File: src/rtl/uart_transmitter.sv
// 8N1 UART serializer with a one-entry holding register, paced by baud_tick.
// Define UART_TX_PARITY_EN to insert an even-parity bit after D7 (8E1).
module uart_transmitter (
  input  logic       sys_clk,
  input  logic       reset,
  input  logic       baud_tick,
  input  logic [7:0] tx_data,
  input  logic       tx_valid,
  output logic       tx_ready,
  output logic       tx_out,
  output logic       busy,
  output logic       tx_done
);

`ifdef UART_TX_PARITY_EN
  typedef enum logic [2:0] {
    StIdle   = 3'd0,
    StStart  = 3'd1,
    StData   = 3'd2,
    StParity = 3'd3,
    StStop   = 3'd4
  } state_e;
`else
  typedef enum logic [2:0] {
    StIdle  = 3'd0,
    StStart = 3'd1,
    StData  = 3'd2,
    StStop  = 3'd4
  } state_e;
`endif

  state_e     state_q, state_d;
  logic [7:0] shift_q, shift_d;
  logic [2:0] bit_cnt_q, bit_cnt_d;
  logic       tx_out_q, tx_out_d;
  logic [7:0] hold_data_q, hold_data_d;
  logic       hold_full_q, hold_full_d;
  logic       accept;
  logic       load;
`ifdef UART_TX_PARITY_EN
  logic       parity_q, parity_d;
`endif

  assign tx_ready = ~hold_full_q;
  assign tx_out   = tx_out_q;
  assign busy     = (state_q != StIdle);
  assign accept   = tx_valid & ~hold_full_q;

  always_comb begin
    state_d     = state_q;
    shift_d     = shift_q;
    bit_cnt_d   = bit_cnt_q;
    tx_out_d    = tx_out_q;
    hold_data_d = hold_data_q;
    hold_full_d = hold_full_q;
    load        = 1'b0;
    tx_done     = 1'b0;
`ifdef UART_TX_PARITY_EN
    parity_d    = parity_q;
`endif

    case (state_q)
      StIdle: begin
        tx_out_d = 1'b1;
        if (baud_tick && hold_full_q) load = 1'b1;
      end
      StStart: begin
        if (baud_tick) begin
          tx_out_d  = shift_q[0];
          shift_d   = {1'b0, shift_q[7:1]};
          bit_cnt_d = 3'd0;
          state_d   = StData;
        end
      end
      StData: begin
        if (baud_tick) begin
          if (bit_cnt_q == 3'd7) begin
`ifdef UART_TX_PARITY_EN
            tx_out_d = parity_q;
            state_d  = StParity;
`else
            tx_out_d = 1'b1;
            state_d  = StStop;
`endif
          end else begin
            tx_out_d  = shift_q[0];
            shift_d   = {1'b0, shift_q[7:1]};
            bit_cnt_d = bit_cnt_q + 3'd1;
          end
        end
      end
`ifdef UART_TX_PARITY_EN
      StParity: begin
        if (baud_tick) begin
          tx_out_d = 1'b1;
          state_d  = StStop;
        end
      end
`endif
      StStop: begin
        if (baud_tick) begin
          tx_done = 1'b1;
          // Chain straight into the next start bit so back-to-back frames have no gap.
          if (hold_full_q) load = 1'b1;
          else             state_d = StIdle;
        end
      end
      default: begin
        state_d  = StIdle;
        tx_out_d = 1'b1;
      end
    endcase

    if (load) begin
      tx_out_d    = 1'b0;
      shift_d     = hold_data_q;
      state_d     = StStart;
      hold_full_d = 1'b0;
`ifdef UART_TX_PARITY_EN
      parity_d    = ^hold_data_q;
`endif
    end else if (accept) begin
      hold_full_d = 1'b1;
    end

    if (accept) hold_data_d = tx_data;
  end

  always_ff @(posedge sys_clk or posedge reset) begin
    if (reset) begin
      state_q     <= StIdle;
      shift_q     <= 8'h00;
      bit_cnt_q   <= 3'd0;
      tx_out_q    <= 1'b1;
      hold_data_q <= 8'h00;
      hold_full_q <= 1'b0;
`ifdef UART_TX_PARITY_EN
      parity_q    <= 1'b0;
`endif
    end else begin
      state_q     <= state_d;
      shift_q     <= shift_d;
      bit_cnt_q   <= bit_cnt_d;
      tx_out_q    <= tx_out_d;
      hold_data_q <= hold_data_d;
      hold_full_q <= hold_full_d;
`ifdef UART_TX_PARITY_EN
      parity_q    <= parity_d;
`endif
    end
  end

endmodule

File: config.mk
export PLATFORM = sky130hd
export DESIGN_NAME = uart_transmitter
export DESIGN_NICKNAME = d
export VERILOG_FILES = /design/src/rtl/uart_transmitter.sv
export SDC_FILE = /design/constraint.sdc
export NUM_CORES = 1
export LEC_CHECK = 0
export CAP_MARGIN = 20
export CORE_UTILIZATION = 40
export DETAILED_ROUTE_END_ITERATION = 6
export GPL_TIMING_DRIVEN = 0
export PLACE_DENSITY = 0.66
export SYNTH_ARGS = -nofsm -noshare
export SYNTH_HDL_FRONTEND = slang
export SYNTH_SLANG_ARGS = --single-unit
File: constraint.sdc
create_clock -name sys_clk -period 5.12 [get_ports sys_clk]
set_input_delay 0.768 -clock sys_clk [delete_from_list [all_inputs] [get_ports sys_clk]]
set_output_delay 0.768 -clock sys_clk [all_outputs]
set_load 0.03 [all_outputs]
Word level (Yosys, flattened, before mapping)
Index checks and enable logic that the tools add are counted.

word-level totals
  output and inout port bits = 4
  input bits = 12
  word-level logic and storage cells = 63
  register bits = 24

operators by class
  muxes and demuxes = 29
  $add $sub $neg = 1
  bitwise logic cells = 2
  reduce and logical (&&, ||, !) cells = 10
  equal/unequal tests = 15

operators with widths
  cell                 count
  $mux 8               4
  $mux 3               9
  $ne 3x3->1 const B   6
  $pmux 8 s2           1
  $pmux 3 s4           1
  $mux 1               11
  $ne 2x2->1 const B   5
  $reduce_and 4->1     2
  $eq 3x3->1 const B   2
  $pmux 3 s2           1
  $reduce_and 6->1     1
  $reduce_bool 3->1    2
  $reduce_bool 2->1    2
  $add 3x1->3 const B  1
  $eq 3x1->1 const B   1
  $eq 3x2->1 const B   1
  $logic_not 3->1      1
  $pmux 1 s3           1
  $reduce_and 3->1     1
  $pmux 1 s2           1
  $and 1x1->1          1
  $logic_and 1x1->1    1
  $not 1->1            1

Longest topological paths before layout
  word-level depth = 5
  gate-level depth with buffers = 6
  mapped depth without buffers = 5

Least setup slack after synthesis
No wires, ideal clock.

  kind = in2out
  from = input baud_tick
  to = output tx_done
  path slack = 3.087 ns
  required time = 4.352 ns
  stages on the path = 2
  arrival = 1.265 ns
  buffers on the path = 1
  cells stage by stage = buf_2 > and3_1

on the way
  longest elaborated chain between the ends = 2

ends and longest elaborated chain
  element      line  source
  from (decl)  6     input logic baud_tick,
  $mux 1       101   if (baud_tick) begin
  $mux 1       62    case (state_q)
  to (decl)    12    output logic tx_done

Every way passes these cells.

Worst setup path in the final report
Ends and elaborated chain as after synthesis.

==> results.txt <==
Hold Crit Depth - 2
Hold-fix buffers at CTS - 0
1st-pass router iterations - 5
I/O Buffers - 15
GPL Wtd Cong - 0.7233
YS warnings - 0
Initial DRC Count - 15
CTS Buffer Depth - 2
Vias in the first global route - 784
Final Core Density - 50.76%
GR Util All Layers - 13.68%
Final Max Tran Viols - 0
Static Leak - 0.6571 nW
Crit-path cells - clkdlybuf4s50_1 -> buf_2 -> and3_1 -> clkdlybuf4s50_1
CTS H-tree lvls - 1
Cell mode on critical path - clkdlybuf4s50_1
Synth cell types - 25
Row count - 19
Die ar. - 3246 sq um
Normalized max-slew margin - 38.02%
Area contributors post-synth - dfrtp_1 48%, mux2_2 15%, mux2_4 8.7%
Failing checks - DRC
CP required - 4.35 ns
Clk root buf - clkbuf_4
Routed Antenna Nets - 0
VDD IR max - 0.2551 mV
Largest net degree at the start of global routing - 25
Final setup fails - 0
Antenna cells - 0
Synth Instances - 101
Sequential area share after synthesis - 49.79%
Fmax - 0.3270 GHz
Die X - 56.97 um
Total Power - 0.7842 mW
Hold Fails Final Rpt - 0
Worst Min Path Start - hold_data_q[7]$_DFFE_PP0P_
Area added between synthesis and finish - 17.81%
Post-Syn Area per Cell - 11.97 sq um
Routed wire length - 1949 um
Worst hold path endpoint - shift_q[7]$_DFFE_PP0P_
Grt ovf - 0
Inserted Clock Buffers - 3
Origin of the critical flop-to-flop path - bit_cnt_q[0]$_DFFE_PP0P_
Initial Util - 43.09%
Clock-pin slew on the worst setup and hold paths - 0.12 ns
Crit Path Max Fanout - 10
CP max stage cell - clkdlybuf4s50_1
Worst reg-to-reg path cell count - 6
Final #Nets - 135
Worst Hold Class - reg2reg
CP Launch Type - primary input
Share of cells above drive strength 1 - 28.33%
First-pass GRT wire length - 3443 um
FF-to-FF End - shift_q[5]$_DFFE_PP0P_
Final period util - 59.72%
Syn_nets - 115
# IOs - 16
Mapped Area - 1209 sq um
RSZ-0062 raised after global routing - no
Via density - 5.212
Slowest cell delay on critical path - 0.66 ns
Hpwl dp - 1375 um
Crit. End Element - primary output
Post-CTS Setup Bufs - 0
FF+latch count, synth - 24
Skew final - 0.006365 ns
Crit Path Category - in2out
Total core area - 2805 sq um
Initial antenna violation count - 0
WP data arrival - 2.29 ns
Worst Tran Pin Value - 0.9287 ns
Clock tree from TritonCTS - built
PostCTS Resize Cnt - 0
Die height - 56.97 um
Synth area leader - dfrtp_1
Critical path origin - baud_tick
Most frequent cells in the layout - 23 x dfrtp_1, 16 x mux2_2, 15 x clkdlybuf4s50_1
Most common cell after layout, fill and taps aside - dfrtp_1
Post-synth top area share - 47.62%
Worst reg2reg setup slack - 3.28 ns
Sink Count - 24
Maxcap violations - 0
Fin Setup TNS - 0 ns
Drt wl/cell - 12.91 um
Worst skew pair latency - 0.30 ns
Total number of vias - 787
# DRC - 2
Status - finished with violations
Min Tclk post-route - 3.058 ns
PD cells - 550.8 nW/um^2
[worst max-delay path: cells and delay by family]
kind,cells,cell delay [ns]
and+or+nand+nor,1,0.17
buffers and inverters,3,1.35
[metal layers]
metal | up-vias | part of all wire, % | track usage, %
li1 | 384 | - | -
met1 | 391 | 49 | 18.05
met2 | 10 | 47 | 22.69
met3 | 2 | 3.1 | 2.041
met4 | 0 | 0.67 | 5.575
met5 | - | 0 | 0
[layout make-up]
type	instances	area, sq um
well taps	31	38.79
fillers	265	1381
clock buffers	4	26.28
multi-input cells	64	541.8
inverters	6	22.52
repair buffers	15	150.1
plain buffers	7	42.54
flip-flops and latches	24	601.8
[cells by family after synthesis]
logic type,synth area share [%]
multiplexers,26.09
adder cells (fa/ha/maj),2.070
buffers and inverters,5.383
AND/OR/NAND/NOR,11.28
flip-flops,49.79
AO/OA/AOI/OAI,5.383
[synthesized netlist by cell type, drive strengths merged]
cell	instances
ha	2
nand3b	1
mux2	23
nor3b	2
nor2b	4
buf	6
nor4bb	2
mux2i	3
a32oi	2
nand2	8
or2	1
and3	1
clkbuf	1
a21oi	2
o21ai	4
dfrtp	23
a211o	1
dfstp	1
nor2	7
o31a	1
inv	6
[worst max-delay path by stage]
stage | end | slack, ns | depth (start not counted)
floorplan | tx_done | 3.09 | 2
global placement | tx_done | 2.09 | 4
finish | tx_done | 2.06 | 4
CTS | tx_done | 2.06 | 4
detailed placement | tx_done | 2.07 | 4
global route | tx_done | 2.00 | 4
[sequential cells by signal, indices dropped and copies added (netlist names)]
| signal | cells |
|---|---|
| shift_q | 8 |
| state_q | 3 |
| hold_data_q | 8 |
| hold_full_q | 1 |
| bit_cnt_q | 3 |
| tx_out | 1 |
[metrics by stage]
step	setup slack [ns]	hold WS (ns)	cell area, sq um	instances
after floorplan	3.087	0.4460	1209	101
after global placement	2.088	0.4709	1398	147
after detailed placement	2.072	0.4681	1398	147
after CTS	2.062	0.4989	1424	151
after global routing	1.999	0.5379	1424	151
final	2.062	0.4919	1424	151
[power by group]
group | internal (mW) | switching, mW | total (mW)
Combinational | 0.223 | 0.158 | 0.381
Sequential | 0.276 | 0.0445 | 0.321
Clock | 0.0303 | 0.0517 | 0.0821
Total | 0.529 | 0.255 | 0.784
No activity file was read; power rests on OpenSTA's default activity.
